**config.mk**
```make
export PLATFORM = sky130hd
export DESIGN_NAME = change_dispenser
export DESIGN_NICKNAME = d
export VERILOG_FILES = /design/src/rtl/change_dispenser.sv
export SDC_FILE = /design/constraint.sdc
export NUM_CORES = 1
export LEC_CHECK = 0
export CAP_MARGIN = 15
export CORE_UTILIZATION = 50
export DETAILED_ROUTE_END_ITERATION = 8
export PLACE_DENSITY = 0.73
export SLEW_MARGIN = 20
export SYNTH_ARGS = -nofsm -noshare
export SYNTH_HDL_FRONTEND = slang
export SYNTH_SLANG_ARGS = --single-unit
```
**constraint.sdc**
```tcl
create_clock -name clk -period 3.11 [get_ports clk]
set_input_delay 0.7775 -clock clk [delete_from_list [all_inputs] [get_ports clk]]
set_output_delay 0.7775 -clock clk [all_outputs]
set_load 0.005 [all_outputs]
```
**src/rtl/change_dispenser.sv**
```systemverilog
// Coin payout engine: pays a cent amount greedily from five coin tubes, one solenoid pulse at a time,
// tracking tube inventory and reporting any unpaid remainder or ejector jam.
module change_dispenser #(
  parameter int AMT_W      = 9,
  parameter int CNT_W      = 8,
  parameter int INIT_COUNT = 20,
  parameter int TIMEOUT    = 255,
  parameter int GAP_CYCLES = 2
) (
  input  logic             clk,
  input  logic             reset,
  input  logic             start,
  input  logic [AMT_W-1:0] amount,
  input  logic             refill,
  input  logic             eject_ack,
  output logic [4:0]       eject,
  output logic             busy,
  output logic             done,
  output logic             fault,
  output logic [AMT_W-1:0] short,
  output logic [AMT_W-1:0] paid,
  output logic [4:0]       empty
);

  localparam int TMR_W = $clog2(TIMEOUT + 1);
  localparam int GAP_W = $clog2(GAP_CYCLES + 1);

  typedef enum logic [2:0] {IDLE, SELECT, EJECT, GAP, FINISH} state_t;

  function automatic logic [AMT_W-1:0] coinValue(input logic [2:0] idx);
    case (idx)
      3'd4:    coinValue = AMT_W'(100);
      3'd3:    coinValue = AMT_W'(50);
      3'd2:    coinValue = AMT_W'(25);
      3'd1:    coinValue = AMT_W'(10);
      default: coinValue = AMT_W'(5);
    endcase
  endfunction

  state_t             state, stateNext;
  logic [AMT_W-1:0]   rem, remNext;
  logic [2:0]         selIdx, selIdxNext;
  logic [TMR_W-1:0]   tmr, tmrNext;
  logic [GAP_W-1:0]   gapCnt, gapCntNext;
  logic [CNT_W-1:0]   cnt [5];
  logic [CNT_W-1:0]   cntNext [5];
  logic [4:0]         ejectNext, emptyNext;
  logic               busyNext, doneNext, faultNext;
  logic [AMT_W-1:0]   shortNext, paidNext;
  logic               found;
  logic [2:0]         pickIdx;

  always_comb begin
    stateNext  = state;
    remNext    = rem;
    selIdxNext = selIdx;
    tmrNext    = tmr;
    gapCntNext = gapCnt;
    cntNext    = cnt;
    ejectNext  = eject;
    busyNext   = busy;
    doneNext   = 1'b0;
    faultNext  = fault;
    shortNext  = short;
    paidNext   = paid;
    found      = 1'b0;
    pickIdx    = 3'd0;

    // Largest denomination that fits the remainder and is still stocked.
    for (int i = 4; i >= 0; i--) begin
      if (!found && coinValue(3'(i)) <= rem && cnt[i] != '0) begin
        found   = 1'b1;
        pickIdx = 3'(i);
      end
    end

    case (state)
      IDLE: begin
        if (refill) begin
          for (int i = 0; i < 5; i++) cntNext[i] = CNT_W'(INIT_COUNT);
        end
        if (start) begin
          remNext   = amount;
          paidNext  = '0;
          shortNext = '0;
          faultNext = 1'b0;
          busyNext  = 1'b1;
          stateNext = SELECT;
        end
      end
      SELECT: begin
        if (!found) begin
          doneNext  = 1'b1;
          shortNext = rem;
          stateNext = FINISH;
        end else begin
          ejectNext  = 5'b00001 << pickIdx;
          selIdxNext = pickIdx;
          tmrNext    = '0;
          stateNext  = EJECT;
        end
      end
      EJECT: begin
        if (eject_ack) begin
          ejectNext  = '0;
          if (cnt[selIdx] != '0) cntNext[selIdx] = cnt[selIdx] - CNT_W'(1);
          remNext    = rem - coinValue(selIdx);
          paidNext   = paid + coinValue(selIdx);
          gapCntNext = '0;
          stateNext  = GAP;
        end else if (tmr == TMR_W'(TIMEOUT - 1)) begin
          // Jammed: the coin never left, so inventory and remainder stay as they were.
          ejectNext = '0;
          faultNext = 1'b1;
          doneNext  = 1'b1;
          shortNext = rem;
          stateNext = FINISH;
        end else begin
          tmrNext = tmr + TMR_W'(1);
        end
      end
      GAP: begin
        if (gapCnt == GAP_W'(GAP_CYCLES - 1)) stateNext = SELECT;
        else gapCntNext = gapCnt + GAP_W'(1);
      end
      FINISH: begin
        busyNext  = 1'b0;
        stateNext = IDLE;
      end
      default: stateNext = IDLE;
    endcase

    for (int i = 0; i < 5; i++) emptyNext[i] = (cntNext[i] == '0);
  end

  always_ff @(posedge clk) begin
    if (reset) begin
      state  <= IDLE;
      tmr    <= '0;
      gapCnt <= '0;
      eject  <= '0;
      busy   <= 1'b0;
      done   <= 1'b0;
      fault  <= 1'b0;
      short  <= '0;
      paid   <= '0;
      empty  <= '0;
      for (int i = 0; i < 5; i++) cnt[i] <= CNT_W'(INIT_COUNT);
    end else begin
      state  <= stateNext;
      tmr    <= tmrNext;
      gapCnt <= gapCntNext;
      eject  <= ejectNext;
      busy   <= busyNext;
      done   <= doneNext;
      fault  <= faultNext;
      short  <= shortNext;
      paid   <= paidNext;
      empty  <= emptyNext;
      for (int i = 0; i < 5; i++) cnt[i] <= cntNext[i];
    end
  end

  // Working remainder and coin selection are only meaningful after a start loads them.
  always_ff @(posedge clk) begin
    rem    <= remNext;
    selIdx <= selIdxNext;
  end

endmodule

```
==> results list, run 1 <==
- Counting flops with an async set or reset pin after synthesis yields a share of 0.
- Hold timing on the final database bottoms out at a slack of 462 ps.
- Counting tap cells, the placed design contains a total of 796 instances.
* Initial antenna violation count: 0
- Type of element capturing the critical path: flop
* Number of enable flip-flop cells after synthesis: 12
* Unrepaired setup endpoints after global routing: false
* Max Clock Skew: 9.75 ps
* FMAX: 345 MHz
- The startpoint identified for the worst hold timing path is short[6].
* Final max-slew violation count: 0
- Syn-to-layout area delta: 17.8%
- CTS clk-pin slew, worst paths: 90 ps
* Grt total ovfl: 0
- STA classifies the critical path startpoint as a flop.
- The worst hold path terminates at short[6].
* Cell count of the worst reg-to-reg path: 9
- Synthesized Nets: 642
* Maximum fanout count along the critical path: 16
- Setup total negative slack: 0 ps
- Count of boundary I/O pins: 45
- Mean number of vias per cell: 5.94
- Power density over the cells: 461 nW/um^2
* Post-synthesis instance area: 5310 um^2
- CTS tree: yes
- Site Rows: 37
* Post-synth top flop: sky130_fd_sc_hd__dfxtp_1
- Number of buffers added by the clock tree synthesis step: 9
* Class of the tightest hold or removal check: flop to flop
- Final clock period utilization by the worst path: 0.933
- Clock insertion delay at the later pin of the skew report: 360 ps
* Arrival time at the worst endpoint: 3180 ps
- The smallest clock period supported by the final layout is computed as 2900 ps.
- After floorplanning, the core was sized to cover 10300 um^2.
- Number of DRC markers after the initial detailed-route iteration: 371
- Initial Util: 0.514
- Setup violations remaining at the end of the flow were counted as 0.
* Worst Path Class, Setup: flop to flop
* Sinks on Clock Net: 96
- The synthesized design contains 96 register bits.
- Number of distinct library cells after synthesis: 75
* Drt total wl: 15.2 mm
- The Yosys step of the flow raised 0 warnings.
- After technology mapping, the gate count stands at 607.
* Data required time of the worst path: 3390 ps
* Placement-stage worst setup slack: 163 ps
* Fraction of synthesized cell area taken by the top area cell type: 0.317
- The worst register-to-register path begins at selIdx[1].
- Wire length of the first global-routing pass: 24.4 mm
* Utilization of the core after routing: 0.606
- DR vias: 4824
* Die H: 105 um
- Leading cell types by total area after synthesis: sky130_fd_sc_hd__dfxtp_1, sky130_fd_sc_hd__edfxtp_1, sky130_fd_sc_hd__nor2_1, sky130_fd_sc_hd__mux2i_1, sky130_fd_sc_hd__a22oi_1
* Port-buffer cells: 44
* Average size of a mapped cell: 8.74 um^2
* Die Span X: 105 um
- Count of final hold-check violations: 0
* Share of final-layout standard cells stronger than drive strength 1: 0.124
* Final cell count without fillers: 812
- Endpoint of the most critical register-to-register path: empty[4]
- Final antenna-violating net count: 0
* Register-to-register setup slack: 210 ps
* Area of the die: 11000 um^2
- No sink is reached through more buffers than the 2 on the longest clock path.
- Count of unresolved DRC violations after routing: 0
- First drt pass iteration count: 5
- Dividing the detail-routed wire length by the instance count gives 18.7 um.
* Cell taking the most area after synthesis: sky130_fd_sc_hd__dfxtp_1
- Power comes to 2.88 mW.
- Max_slew headroom: 0.482
* Leakage dissipation: 2.42 nW
* Result of the run: finished, final reports clean
- The worst hold path passes through 2 cells.
* Transition time of the tightest slew-check pin: 768 ps
- Seq/Total Area, Yosys: 0.385
* Antenna cells: 0
- Global-route usage over all layers: 0.285
- Post-route worst setup slack: 208 ps
* HPWL after detailed placement: 11.7 mm
- CTS HTree Levels: 3
- Routability-driven placement finished with a final weighted congestion of 0.946.
- In this run the cell area measured after placement is 6060 um^2.
* Via count of the first global-routing pass: 4640
- Clk Tree Root Cell: sky130_fd_sc_hd__clkbuf_8
* Maximum ir drop on the vdd rail: 0.280 mV
- The tool flagged a number of max-cap violations equal to 0.
* Number of nets in the layout: 707
- After routing the design area is 6250 um^2.
* Largest net degree at the start of global routing: 37
cells in the mapped netlist, drive strengths merged (3+ instances only):
cell	n
a22oi	32
nand3	15
nor2b	10
o311ai	3
o22ai	5
mux2i	27
a22o	4
a21oi	31
edfxtp	12
xor2	14
dfxtp	84
or2	7
clkbuf	19
nand4	7
o21ai	15
nor4	8
nor2	81
buf	10
o21a	3
o31ai	6
and2	4
a32o	3
and3	9
a21o	5
xnor2	8
o32ai	3
nor3b	3
a41oi	3
a211oi	3
nand2	63
or3	4
o21bai	4
a31oi	5
nand2b	6
nor3	11
a32oi	3
inv	27
o2bb2ai	3
ha	19
critical path, cell delays in order, from the launching register on:
cell	delay [ps]
sky130_fd_sc_hd__edfxtp_1	510
sky130_fd_sc_hd__or2_1	320
sky130_fd_sc_hd__o221ai_1	340
sky130_fd_sc_hd__inv_1	140
sky130_fd_sc_hd__ha_1	230
sky130_fd_sc_hd__and2_4	180
sky130_fd_sc_hd__nand2_4	200
sky130_fd_sc_hd__nand3_1	200
sky130_fd_sc_hd__o32a_1	400
sky130_fd_sc_hd__nor4_2	290
report_power, final:
group	leakage [nW]	switching (mW)	internal [mW]	total, mW
combinational	1.53	0.440	0.296	0.736
sequential	0.793	0.0623	1.31	1.37
clock	0.0971	0.422	0.354	0.776
total	2.42	0.925	1.96	2.88
cell families (layout without fill, tap and decap cells):
logic type               count (synthesis)  after routing  synth area share
AO/OA/AOI/OAI                          147            147             0.208
XOR/XNOR                                22             22            0.0363
adder cells (fa/ha/maj)                 21             21            0.0524
buffers and inverters                   57            126            0.0467
flip-flops                              96             96             0.385
multiplexers                            27             27            0.0509
AND/OR/NAND/NOR                        237            237             0.221
state kept, by name, summed over array words and instances (netlist names):
signal,flops
busy,1
cnt,40
done,1
eject,5
empty,5
fault,1
gapCnt,2
paid,9
rem,9
selIdx,3
short,9
state,3
tmr,8
cell type report:
| type | count | area (um^2) |
|---|---|---|
| inverters | 28 | 108 |
| well taps | 136 | 170 |
| fillers | 904 | 4070 |
| clock inverters | 3 | 15.0 |
| flip-flops and latches | 96 | 2040 |
| multi-input cells | 454 | 3020 |
| clock buffers | 12 | 166 |
| repair buffers | 83 | 728 |
worst max path at each step:
| stage | slack (ps) | from | to | cells past startpoint |
|---|---|---|---|---|
| final | 210 | selIdx[1] | empty[4] | 9 |
| after global routing | 5 | selIdx[2] | rem[8] | 14 |
| after CTS | 140 | selIdx[2] | paid[8] | 13 |
| after detailed placement | 160 | selIdx[2] | paid[8] | 13 |
| after global placement | 300 | selIdx[1] | paid[8] | 14 |
| after floorplan | 350 | selIdx[0] | paid[8] | 15 |
routing by layer:
layer,vias to the layer above,global-route usage,part of all wire
met5,-,0,0
met4,0,0.0956,0.018
met3,22,0.0543,0.062
met2,158,0.450,0.47
met1,2311,0.389,0.45
li1,2333,-,-
what timing repair did:
item,in CTS,in global routing
setup buffers,0,1
gates resized for setup,0,3
endpoints found under the setup margin,0,2
hold buffers,0,0
placed cells by master, fill, tap and decap left out, types with 15 or more instances in the layout:
cell type | synthesis | final
sky130_fd_sc_hd__inv_1 | 24 | 23
sky130_fd_sc_hd__nor2_1 | 81 | 81
sky130_fd_sc_hd__a21oi_1 | 30 | 29
sky130_fd_sc_hd__nand3_1 | 15 | 15
sky130_fd_sc_hd__buf_4 | 1 | 39
sky130_fd_sc_hd__ha_1 | 19 | 19
sky130_fd_sc_hd__o21ai_0 | 15 | 15
sky130_fd_sc_hd__nand2_1 | 61 | 61
sky130_fd_sc_hd__a22oi_1 | 32 | 32
sky130_fd_sc_hd__clkdlybuf4s50_1 | 0 | 43
sky130_fd_sc_hd__mux2i_1 | 27 | 27
sky130_fd_sc_hd__dfxtp_1 | 84 | 84
(Power assumes the default switching activity.)
==> run 2, diff against run 1 <==
- ABC_AREA: unset -> 1
- CORE_UTILIZATION: 50 -> 59
- PLACE_DENSITY: 0.73 -> 0.83
==> results list, run 2 <==
- The residual antenna-violating net count after detailed routing came to 0 (unchanged).
- The number of sinks driven by the clock tree is 96 (unchanged).
- Maximum fanout count along the critical path: 14 (was 16)
- The number of buffer cells added on primary ports is 44 (unchanged).
- The kind of end point of the critical path was a flop (unchanged).
* FMAX: 342 MHz (was 345 MHz)
* Count of boundary I/O pins: 45 (unchanged)
* Number of synthesized register bits: 96 (unchanged)
* Mean number of vias per cell: 5.46 (was 5.94)
* Wire length per cell: 14.2 um (was 18.7 um)
* Area of the die: 10700 um^2 (was 11000 um^2)
* Period minus WS final: 2920 ps (was 2900 ps)
* Area used by multi-input combinational logic: 3460 um^2 (was 3020 um^2)
- Highest-count cells in the layout ignoring fill and taps: sky130_fd_sc_hd__nand2_1, sky130_fd_sc_hd__inv_1, sky130_fd_sc_hd__dfxtp_1, sky130_fd_sc_hd__nor2_1, sky130_fd_sc_hd__a21oi_1 (was sky130_fd_sc_hd__dfxtp_1, sky130_fd_sc_hd__nor2_1, sky130_fd_sc_hd__nand2_1, sky130_fd_sc_hd__clkdlybuf4s50_1, sky130_fd_sc_hd__buf_4)
- The via count of the first global-routing pass came to 5467 (was 4640).
- Reg-to-reg startpoint: selIdx[1] (unchanged)
* Register with the highest flop count: cnt (unchanged)
* Utilization of the core after routing: 0.693 (was 0.606)
- The static leakage came to 3.30 nW (was 2.42 nW).
* Endpoint of the most critical register-to-register path: rem[8] (was empty[4])
- The type of the tightest min-delay check is flop to flop (unchanged).
* DR vias: 6175 (was 4824)
- The antenna diode instance count was 0 (unchanged).
- Largest net degree at the start of global routing: 56 (was 37)
- Fraction of synthesized cell area taken by the top area cell type: 0.276 (was 0.317)
- The family with the most delay on the worst path is adder cells (was simple AND/OR/NAND/NOR gates).
* HPWL after detailed placement: 11.7 mm (about the same)
- Max Clock Skew: 17.7 ps (was 9.75 ps)
- Number of DRC markers after the initial detailed-route iteration: 387 (was 371)
- GPL Wtd Cong: 0.994 (was 0.946)
* Buf/Inv on CP: 3 (was 1)
* Portion of total power attributed to combinational logic: 0.538 (was 0.255)
- The final hold violation count was 0 (unchanged).
* Flip-flop count of the largest register after layout: 40 (unchanged)
- The cts-stage hold buffer count came to 0 (unchanged).
* Leading cell type by number of instances after synthesis: sky130_fd_sc_hd__nand2_1 (was sky130_fd_sc_hd__dfxtp_1)
- The final wirelength is 16.0 mm (was 15.2 mm).
- Unrepaired setup endpoints after global routing: false (unchanged)
- Average size of a mapped cell: 6.41 um^2 (was 8.74 um^2)
* # placed instances: 1114 (was 796)
* Register share of total power: 0.319 (was 0.476)
- List of most frequent post-synthesis cells: sky130_fd_sc_hd__nand2_1, sky130_fd_sc_hd__inv_1, sky130_fd_sc_hd__dfxtp_1 (was sky130_fd_sc_hd__dfxtp_1, sky130_fd_sc_hd__nor2_1, sky130_fd_sc_hd__nand2_1)
- The count of pins over their slew limit was 0 (unchanged).
- Startpoint of the worst hold path: short[2] (was short[6])
- The worst endpoint required time was 3250 ps (was 3390 ps).
- The initial antenna violation count was 0 (unchanged).
- The count of cells along the worst register-to-register path came to 16 (was 9).
- The slowest cell on the critical path was sky130_fd_sc_hd__edfxtp_1 (unchanged).
- The transition time of the tightest slew-check pin came to 788 ps (was 768 ps).
- The global-route wire length before repair came to 26.7 mm (was 24.4 mm).
* Max Cap Violations: 0 (unchanged)
- The number of standard-cell rows in the floorplan was 36 (was 37).
* Fraction of power consumed by the clock network: 0.143 (was 0.269)
* Power density over the cells: 763 nW/um^2 (was 461 nW/um^2)
- Critical path, cell by cell: buf_4, inv_2, nor2_1, nand2_1, o21ai_2, ha_1, fa_1, nor2_1, a211oi_1, inv_1, a21oi_1, o21bai_1, nand2_1, nand3_1, xor2_1, o21ai_0 (was or2_1, o221ai_1, inv_1, ha_1, and2_4, nand2_4, nand3_1, o32a_1, nor4_2)
* Post-CTS setup buffer count: 0 (unchanged)
* Initial Util: 0.617 (was 0.514)
- Synthesized Nets: 984 (was 642)
- Internal power contribution: 2.72 mW (was 1.96 mW)
* Register-to-register setup slack: 190 ps (was 210 ps)
- Global-route usage over all layers: 0.312 (was 0.285)
* Hold endpoint: short[2] (was short[6])
* Share of final-layout standard cells stronger than drive strength 1: 0.0702 (was 0.124)
- The deepest level of the CTS H-tree came to 3 (unchanged).
* Flip-flop and latch area: 2040 um^2 (unchanged)
- Clk Tree Root Cell: sky130_fd_sc_hd__clkbuf_8 (unchanged)
- Element type at the critical path start: flop (unchanged)
- The largest incremental delay on the critical path is 450 ps (was 510 ps).
- Seq/Total Area, Yosys: 0.336 (was 0.385)
- Count of unresolved DRC violations after routing: 0 (unchanged)
- Cells resized by post-CTS repair: 0 (unchanged)
- The number of instances in the synthesized netlist came to 949 (was 607).
- The setup violation total in the final timing report came to 0 (unchanged).
* Leading cell type in the layout, fill and taps excluded: sky130_fd_sc_hd__nand2_1 (was sky130_fd_sc_hd__dfxtp_1)
- CTS tree: yes (unchanged)
* Core region area: 9860 um^2 (was 10300 um^2)
* Synth warn: 0 (unchanged)
- The post-synth design cell area is 6080 um^2 (was 5310 um^2).
* Final clock period utilization by the worst path: 0.940 (was 0.933)
* CTS clk-pin slew, worst paths: 100 ps (was 90 ps)
- Maximum ir drop on the vdd rail: 0.718 mV (was 0.280 mV)
* Maximum clock insertion buffer count: 2 (unchanged)
- The latest clock arrival within the worst-skew pair was 390 ps (was 360 ps).
- The post-synthesis cell type count was 43 (was 75).
- Die H: 104 um (was 105 um)
- Syn-to-layout area delta: 12.4% (was 17.8%)
- The net count of the finished layout was 1027 (was 707).
- Number of filler instances in the final layout: 873 (was 904)
* First drt pass iteration count: 8 (was 5)
* Post-layout power: 5.22 mW (was 2.88 mW)
- The total grt overflow is 0 (unchanged).
* Setup total negative slack: 0 ps (unchanged)
* Result of the run: finished, final reports clean (unchanged)
- The switching power summed over all nets was 2.50 mW (was 925 uW).
* Number of cells on the worst hold path: 2 (unchanged)
* Post-synth top flop: sky130_fd_sc_hd__dfxtp_1 (unchanged)
- Final cell count without fillers: 1130 (was 812)
- Number of buffers added by the clock tree synthesis step: 9 (unchanged)
* Switching part of the total: 0.478 (was 0.321)
* Leading cell types by total area after synthesis: sky130_fd_sc_hd__dfxtp_1, sky130_fd_sc_hd__nand2_1, sky130_fd_sc_hd__inv_1, sky130_fd_sc_hd__a21oi_1, sky130_fd_sc_hd__edfxtp_1 (was sky130_fd_sc_hd__dfxtp_1, sky130_fd_sc_hd__edfxtp_1, sky130_fd_sc_hd__nor2_1, sky130_fd_sc_hd__mux2i_1, sky130_fd_sc_hd__a22oi_1)
* Proportion of register bits with asynchronous set or reset after synthesis: 0 (unchanged)
* Die Span X: 104 um (was 105 um)
* Worst Path Class, Setup: flop to flop (unchanged)
- Arrival time at the worst endpoint: 3070 ps (was 3180 ps)
- The library cell occupying the most area in the post-synthesis netlist was sky130_fd_sc_hd__dfxtp_1 (unchanged).
- Number of enable flip-flop cells after synthesis: 12 (unchanged)
- Max_slew headroom: 0.469 (was 0.482)
run 2: how the worst max path moves through the flow:
| stage | from | end | cells past startpoint |
|---|---|---|---|
| floorplan | selIdx[1] | rem[8] | 18 |
| global placement | selIdx[1] | rem[8] | 16 |
| detailed placement | selIdx[1] | paid[6] | 16 |
| CTS | selIdx[1] | rem[8] | 16 |
| global route | selIdx[0] | empty[1] | 19 |
| finish | selIdx[1] | rem[8] | 16 |
run 2: worst register-to-register path: stages (launching register included):
cell                       delay, ps
sky130_fd_sc_hd__edfxtp_1        450
sky130_fd_sc_hd__buf_4           220
sky130_fd_sc_hd__inv_2           160
sky130_fd_sc_hd__nor2_1           90
sky130_fd_sc_hd__nand2_1         130
sky130_fd_sc_hd__o21ai_2          90
sky130_fd_sc_hd__ha_1            210
sky130_fd_sc_hd__fa_1            410
sky130_fd_sc_hd__nor2_1          130
sky130_fd_sc_hd__a211oi_1         70
sky130_fd_sc_hd__inv_1            60
sky130_fd_sc_hd__a21oi_1          60
sky130_fd_sc_hd__o21bai_1        180
sky130_fd_sc_hd__nand2_1         110
sky130_fd_sc_hd__nand3_1         100
sky130_fd_sc_hd__xor2_1          140
sky130_fd_sc_hd__o21ai_0          80
run 2: area by class of cell:
cell class                      instances  share of cell area
Multi-Input combinational cell        709               0.507
Inverter                              116              0.0648
Tap cell                              133              0.0243
Clock inverter                          4             0.00439
Timing Repair Buffer                   60              0.0813
Clock buffer                           12              0.0198
Sequential cell                        96               0.299
run 2: through the flow:
stage	setup WS [ps]	hold WS, ps	cell area (um^2)
3_3_place_gp	288	452	6660
4_1_cts	147	468	6830
6_report	188	467	6840
5_1_grt	6.23	497	6840
2_1_floorplan	300	452	6080
3_5_place_dp	226	455	6660
run 2: kinds of logic (layout without fill, tap and decap cells):
logic type,after synthesis,after routing,share of synthesized area
buf+inv,144,192,0.0967
xor+xnor,9,9,0.0130
fa+ha+maj,21,21,0.0457
simple gates,547,547,0.389
compound gates,132,132,0.120
flops,96,96,0.336
run 2: power by group through the flow:
stage | Sequential (mW) | Combinational [mW] | Clock (mW)
floorplan | 1.64 | 1.98 | 0
global placement | 1.68 | 2.67 | 0
detailed placement | 1.69 | 2.71 | 0
CTS | 1.66 | 2.74 | 0.762
global route | 1.69 | 3.12 | 0.807
finish | 1.67 | 2.81 | 0.746
run 2: metal layers:
metal	global-route usage	wire [um]	up-vias
li1	-	-	3129
met1	0.425	7210	2751
met2	0.477	7040	261
met3	0.0730	1370	34
met4	0.120	422	0
met5	0	0	-
